### config.mk
export PLATFORM = sky130hd
export DESIGN_NAME = regfile_2r1w
export DESIGN_NICKNAME = d
export VERILOG_FILES = /design/src/rtl/regfile_pkg.sv /design/src/rtl/regfile_clear_seq.sv /design/src/rtl/regfile_2r1w.sv
export SDC_FILE = /design/constraint.sdc
export NUM_CORES = 1
export LEC_CHECK = 0
export CAP_MARGIN = 20
export CELL_PAD_IN_SITES_DETAIL_PLACEMENT = 1
export CELL_PAD_IN_SITES_GLOBAL_PLACEMENT = 2
export CORE_MARGIN = 8
export CORE_UTILIZATION = 47
export DETAILED_ROUTE_END_ITERATION = 16
export GPL_TIMING_DRIVEN = 0
export PLACE_DENSITY = 0.89
export SYNTH_ARGS = -nofsm -noshare
export SYNTH_HDL_FRONTEND = slang
export SYNTH_SLANG_ARGS = --single-unit
### constraint.sdc
create_clock -name clk -period 7.45 [get_ports clk]
set_clock_uncertainty 0.2 [all_clocks]
set_input_delay 0.745 -clock clk [delete_from_list [all_inputs] [get_ports clk]]
set_output_delay 0.745 -clock clk [all_outputs]
set_load 0.1 [all_outputs]
### src/rtl/regfile_pkg.sv
// regfile_pkg: shared state enum and default sizing for the 2R1W register file
package regfile_pkg;
  typedef enum logic {IDLE, CLEAR} state_t;
  localparam int WIDTH_DEF = 16;
  localparam int DEPTH_DEF = 8;
endpackage

### src/rtl/regfile_clear_seq.sv
// regfile_clear_seq: clear-sweep FSM, sweep pointer, write acceptance and drop pulse
module regfile_clear_seq import regfile_pkg::*; #(
  parameter int DEPTH = DEPTH_DEF,
  parameter int AW = $clog2(DEPTH)
) (
  input  logic          clk,
  input  logic          reset,
  input  logic          clear,
  input  logic          write,
  input  logic [AW-1:0] writenum,
  output logic          busy,
  output logic          write_drop,
  output logic          accept,
  output logic          clr_we,
  output logic [AW-1:0] clr_idx
);
  state_t state, state_nxt;
  logic [AW-1:0] ptr, ptr_nxt;
  logic drop_nxt;
  // next state, pointer and write acceptance; a write is only taken in IDLE with no competing clear
  always_comb begin
    state_nxt = state == IDLE ? (clear ? CLEAR : IDLE) : (32'(ptr) == DEPTH - 1 ? IDLE : CLEAR);
    ptr_nxt = state == CLEAR ? ptr + AW'(1) : '0;
    accept = write && state == IDLE && !clear && 32'(writenum) < DEPTH;
    drop_nxt = write && !accept;
  end
  // state register, sweep pointer and one-cycle drop pulse
  always_ff @(posedge clk) begin
    if (reset) begin
      state <= IDLE;
      ptr <= '0;
      write_drop <= 1'b0;
    end else begin
      state <= state_nxt;
      ptr <= ptr_nxt;
      write_drop <= drop_nxt;
    end
  end
  assign busy = state == CLEAR;
  assign clr_we = state == CLEAR;
  assign clr_idx = ptr;
endmodule

### src/rtl/regfile_2r1w.sv
// regfile_2r1w: two-read one-write register file with sweep clear; REGFILE_BYPASS_EN enables write-through
module regfile_2r1w import regfile_pkg::*; #(
  parameter int WIDTH = WIDTH_DEF,
  parameter int DEPTH = DEPTH_DEF,
  localparam int AW = $clog2(DEPTH)
) (
  input  logic             clk,
  input  logic             reset,
  input  logic [WIDTH-1:0] data_in,
  input  logic [AW-1:0]    writenum,
  input  logic             write,
  input  logic [AW-1:0]    readnum_a,
  input  logic [AW-1:0]    readnum_b,
  output logic [WIDTH-1:0] data_out_a,
  output logic [WIDTH-1:0] data_out_b,
  input  logic             clear,
  output logic             busy,
  output logic             write_drop
);
  logic [WIDTH-1:0] mem [DEPTH];
  logic accept, clr_we;
  logic [AW-1:0] clr_idx;
  logic [WIDTH-1:0] rd_a, rd_b;
  regfile_clear_seq #(.DEPTH(DEPTH), .AW(AW)) u_seq (
    .clk(clk),
    .reset(reset),
    .clear(clear),
    .write(write),
    .writenum(writenum),
    .busy(busy),
    .write_drop(write_drop),
    .accept(accept),
    .clr_we(clr_we),
    .clr_idx(clr_idx)
  );
  // storage: reset zeroes everything, the sweep zeroes one entry per cycle, otherwise accepted writes land
  always_ff @(posedge clk) begin
    if (reset) begin
      for (int i = 0; i < DEPTH; i++) mem[i] <= '0;
    end else if (clr_we) begin
      mem[clr_idx] <= '0;
    end else if (accept) begin
      mem[writenum] <= data_in;
    end
  end
  // combinational reads; out-of-range indices read as zero, optional write-through of accepted writes
  always_comb begin
    rd_a = 32'(readnum_a) < DEPTH ? mem[readnum_a] : '0;
    rd_b = 32'(readnum_b) < DEPTH ? mem[readnum_b] : '0;
`ifdef REGFILE_BYPASS_EN
    data_out_a = accept && writenum == readnum_a ? data_in : rd_a;
    data_out_b = accept && writenum == readnum_b ? data_in : rd_b;
`else
    data_out_a = rd_a;
    data_out_b = rd_b;
`endif
  end
endmodule
After elaboration in Yosys (flattened, before gate mapping)
Memory sizes are Yosys's and may differ from the RTL's.
Index checks and enable logic that the tools add are counted.
Operators by class
  bitwise logic cells: 1
  mux-type cells: 18
  reduce and logical (&&, ||, !) cells: 8
  $add $sub $neg: 1
  eq/ne operators: 1
Operators by type and width (number)
  two-way mux 16 bit: 2
  OR reduction 16 bit: 2
  two-way mux 1 bit: 14
  two-way mux 3 bit: 2
  adder 3 x 1 -> 3 bit, second input constant: 1
  == test 3 bit, second input constant: 1
  logical AND 1 bit: 3
  zero test 1 bit: 2
  OR reduction 2 bit: 1
  NOT 1 bit: 1
Word-level totals
  flip-flop bits (word level): 5
  output and inout bits: 34
  memory bits (writable): 128
  memories kept: 1
  bits of input ports: 29
  word-level logic and storage cells: 33
Memory list
  mem: words 8, width 16, read ports 2, clocked after Yosys merged registers in 0, wr ports 8, RTL line regfile_2r1w.sv:20  | logic [WIDTH-1:0] mem [DEPTH];

Longest topological paths before layout
  depth after elaboration: 9
  gate-level depth with buffers: 6

Hierarchy
Synthesis repeated with hierarchy kept, for this count alone.
Unflattened totals
  cell total of the unflattened synthesis: 435
  area, all modules: 7154.4 um2
Modules (own cells, without submodules)
  regfile_2r1w: times used 1, area an instance 6967.9 um2, cells each 420
  regfile_clear_seq: times used 1, area an instance 186.4 um2, cells each 15

Least setup slack after synthesis
Ideal clock, no wire load.
  path type: register to register
  from: register u_seq.state, in the netlist u_seq.busy
  to: memory mem[0][0] (netlist name), enable pin
  clock period less this slack: 3.219 ns
  slack: 4.231 ns
  path buffers: 2
  data arrival time: 2.626 ns
  data required time: 6.858 ns
  stages on the path, launching flop included: 6
  path through: dfxtp_1 -> buf_6 -> or4b_4 -> buf_12 -> mux2i_1 -> o21bai_1
RTL lines
  start, declared: RTL line regfile_clear_seq.sv:17  | state_t state, state_nxt;
  start signal, assigned: RTL line regfile_clear_seq.sv:34  | state <= state_nxt;
  end, declared: RTL line regfile_2r1w.sv:20

Worst setup path in the final report
  from: input readnum_a[1]
  to: output data_out_a[9]
Between the ends
  cells in the longest elaborated chain, start to end: 1
RTL lines
  start, declared: RTL line regfile_2r1w.sv:12  | input logic [AW-1:0] readnum_a,
  memory read (8 x 16 bit)
  end, declared: RTL line regfile_2r1w.sv:14  | output logic [WIDTH-1:0] data_out_a,
No other way between the ends.

==> results.txt <==
The antenna diode instance count is 0, and the delay of the slowest critical-path stage is 970 ps. The number of nets handed over by synthesis was 465. For this block, the initial DRC count from the detailed router was 346.

The tools report the internal power summed over all cells as 1470 uW. The total track usage was 0.216. The power density of the placed cells came out at 235 nW/um^2. The number of warnings reported in the yosys synthesis log was 0. For the number of failing hold endpoints at the final stage, the log shows 0. The tools report the CTS root buffer as sky130_fd_sc_hd__clkbuf_16.

The run gives 0.303 as the worst slew margin relative to its limit. The post-CTS clock slew at the launch and capture registers of the worst setup and hold paths came out at 50 ps. The critical path is of the in2out type. The worst setup path is captured at an output pin. The worst setup path is launched from an input pin.

The power share of the combinational group is 0.183. The tools report the number of clock buffers inserted by TritonCTS as 17. TritonCTS built the clock tree. The analysis attributes to cell leakage a power of 0.00311 uW. Post-CTS timing repair inserted 0 buffers for setup.

Row generation in the floorplan step produced 45 rows. Using the TritonRoute via totals, the vias-per-cell ratio works out to 6.05. The first global-routing pass estimated 30.6 mm of wire.

Entering global routing, the biggest net connects 17 pins. The number of port buffers works out to 58. The worst register-to-register path begins at u_seq.busy. For the number of optimization iterations in the first detailed-route pass, the log shows 5.

The clock network latency to the later pin of the worst-skew pair was 420 ps; the top fanout value on the critical path was 10. In the synthesized netlist the dominant register cell turns out to be sky130_fd_sc_hd__edfxtp_1. The routability congestion estimate from global placement was 0.748; the period utilization was 0.637. Timing would allow up to 211 MHz. The fraction of layout cells with a size suffix above 1 was 0.316; the count of flip-flops with a built-in enable after synthesis was 128. The tightest min-delay check is of the reg2reg type. Setup repair after global routing left no endpoint under its margin. The final HPWL from detailed placement was 13.6 mm; the slack of the worst reg-to-reg path was 4560 ps. For the final routed database, the setup TNS stands at 0 ps. For the pin with the worst max-slew slack, the measured transition is 1050 ps. The synthesis-to-finish area growth came out at 19.4%. The area fraction of the dominant cell type after synthesis was 0.530. The flow ran to the end, and the final reports show no timing, DRC or antenna violations.

For this block, the via count after detailed routing is 4,322. 63 I/O pins were placed. Hold is met by 288 ps. The tools report the worst-case hold path end point as u_seq.clr_idx[0]. Via count of the first global-routing pass: 4,955. Cell depth of the worst min-delay path: 1. The global routing stage identified its most utilized layer as met2.

For the worst voltage drop across the vdd grid, the log shows 0.164 mV. The switching share of power is 0.280, and the reported net switching power is 569 uW. The run gives 3800 ps as the arrival time of data at the critical path endpoint. After global routing the overflow that remains totals 0. The run gives 0 as the number of hold-repair buffers added at the cts stage. By area the synthesized netlist is led by sky130_fd_sc_hd__edfxtp_1 (53%), sky130_fd_sc_hd__mux4_2 (20%), sky130_fd_sc_hd__and2_1 (10%).

The tree built by TritonCTS fans out to 133 sinks. Yosys mapped the design onto 29 distinct sky130hd cell types. The detail route stage leaves a number of antenna-violating nets equal to 0. Slowest cell on the critical path: sky130_fd_sc_hd__clkdlybuf4s50_1.

Core area: 15,100 um^2. The biggest area contributor in the post-synthesis netlist is sky130_fd_sc_hd__edfxtp_1. Counting both buffers and inverters, the worst setup path holds a total of 3. The initial antenna violation count came out at 0. The met2 track demand over resource came out at 0.393. The share of async-settable or async-resettable flops after synthesis came out at 0.

Walking the worst path, the cells encountered are clkdlybuf4s50_1 -> clkbuf_1 -> mux4_2 -> mux2_2 -> clkdlybuf4s50_1. At the end of the flow, the number of nets in the layout was 544. In the synthesized netlist, the cells that appear most often are sky130_fd_sc_hd__edfxtp_1 (128), sky130_fd_sc_hd__and2_1 (117), sky130_fd_sc_hd__mux4_2 (64). Wires add up to 20.5 mm.

The minimum period implied by the final worst setup slack is 4740 ps. Data on the critical path is required at its endpoint by 6500 ps. After synthesis the netlist holds a flip-flop and latch count of 133.

Measured along the y axis, the die boundary spans 140 um. The endpoint identified for the worst register-to-register timing path is mem[3][10]. The cell family with the largest share of critical-path delay is buffers and inverters.

Setup violations remaining at the end of the flow were counted as 0. After synthesis, the mean cell area works out to 16.7 um^2. The routed length per placed instance is 28.7 um, and the met3 track demand over resource is 0.0496. The startpoint identified for the worst hold timing path is u_seq.clr_idx[0]. The number of max-slew violations in the final report is 0, and the post-detailed-route DRC marker count is 0. Counting along the longest clock path gives a buffer depth of 2. For the sequential-to-total area share from yosys stat, the log shows 0.543. The floorplan step set the die width to 140 um.

Cell count of the worst reg-to-reg path: 5. The tool flagged a number of max-cap violations equal to 0. For the number of levels in the clock H-tree, the log shows 4. Most frequent cell on the critical path: sky130_fd_sc_hd__clkdlybuf4s50_1.

The cell count after synthesis came out at 434. The logs give 19,700 um^2 for the full die area and 7260 um^2 for the area of the mapped netlist. For the share of power burned in registers, the log shows 0.426. The met1 demand-to-capacity share in global routing was 0.249. For the clock share of power, the log shows 0.390.

After filler insertion, the fill cell instance count of the layout stands at 1,370. In this run, post-CTS repair resized a total of 0 instances. The initial core utilization was 0.479.

Among all cell types in the netlist, the one instantiated most often is sky130_fd_sc_hd__edfxtp_1.
## cell type report
class / instances / area (um^2) / area share
Sequential cell: 133 / 3940 / 0.455
Multi-Input combinational cell: 270 / 3140 / 0.362
Timing Repair Buffer: 60 / 611 / 0.0705
Clock buffer: 28 / 507 / 0.0585
Tap cell: 188 / 235 / 0.0271
Buffer: 30 / 178 / 0.0205
Clock inverter: 4 / 47.5 / 0.00549
Inverter: 1 / 3.75 / 0.000433
## flip-flops by register name, indices dropped and copies added, names as in the netlist
register / count
u_seq.write_drop: 1
mem: 128
u_seq.clr_idx: 3
u_seq.busy: 1
## cells by family after synthesis
kind of cell | Yosys count | synth area share
AO/OA/AOI/OAI | 20 | 0.0417
buffers and inverters | 31 | 0.0250
AND/OR/NAND/NOR | 148 | 0.133
multiplexers | 100 | 0.254
flip-flops | 133 | 0.543
adder cells (fa/ha/maj) | 2 | 0.00345
## power groups by stage
stage	logic [uW]	clock network [uW]	registers [uW]
6_report	372	794	867
3_3_place_gp	366	0	876
4_1_cts	376	797	867
3_5_place_dp	375	0	881
2_1_floorplan	265	0	879
5_1_grt	384	825	870
## worst max-delay path by stage
| stage | startpoint | cells after the start | slack, ps | to |
|---|---|---|---|---|
| finish | readnum_a[1] | 5 | 2710 | data_out_a[9] |
| CTS | readnum_a[1] | 5 | 2700 | data_out_a[6] |
| detailed placement | readnum_a[1] | 5 | 2700 | data_out_a[6] |
| global route | readnum_a[1] | 5 | 2660 | data_out_a[5] |
| floorplan | u_seq.busy | 5 | 4230 | mem[0][0] |
| global placement | readnum_a[1] | 5 | 2750 | data_out_a[6] |
## per-layer routing
layer / share of wire / vias up
li1: - / 1858
met1: 0.38 / 2287
met2: 0.53 / 155
met3: 0.070 / 22
met4: 0.014 / 0
met5: 0 / -
## placed cells by master, fill, tap and decap left out, types with 4 or more instances in the layout
cell type	instances
sky130_fd_sc_hd__dfxtp_1	5
sky130_fd_sc_hd__a2111oi_4	8
sky130_fd_sc_hd__a21o_1	6
sky130_fd_sc_hd__and2_1	117
sky130_fd_sc_hd__buf_2	6
sky130_fd_sc_hd__edfxtp_1	128
sky130_fd_sc_hd__clkbuf_16	17
sky130_fd_sc_hd__mux4_2	64
sky130_fd_sc_hd__and2_2	12
sky130_fd_sc_hd__buf_4	5
sky130_fd_sc_hd__clkbuf_1	20
sky130_fd_sc_hd__clkbuf_8	4
sky130_fd_sc_hd__mux2i_1	4
sky130_fd_sc_hd__clkdlybuf4s50_1	58
sky130_fd_sc_hd__mux2_2	32
## per-stage QoR
stage | cells | power (uW) | cell area, um^2 | setup WS [ps] | util
global placement | 680 | 1240 | 8070 | 2750 | 0.533
CTS | 714 | 2040 | 8660 | 2700 | 0.572
detailed placement | 682 | 1260 | 8110 | 2700 | 0.535
finish | 714 | 2030 | 8660 | 2710 | 0.572
global route | 714 | 2080 | 8660 | 2660 | 0.572
floorplan | 434 | 1140 | 7260 | 4230 | -
Note: power is estimated with default switching activity, not from simulation.
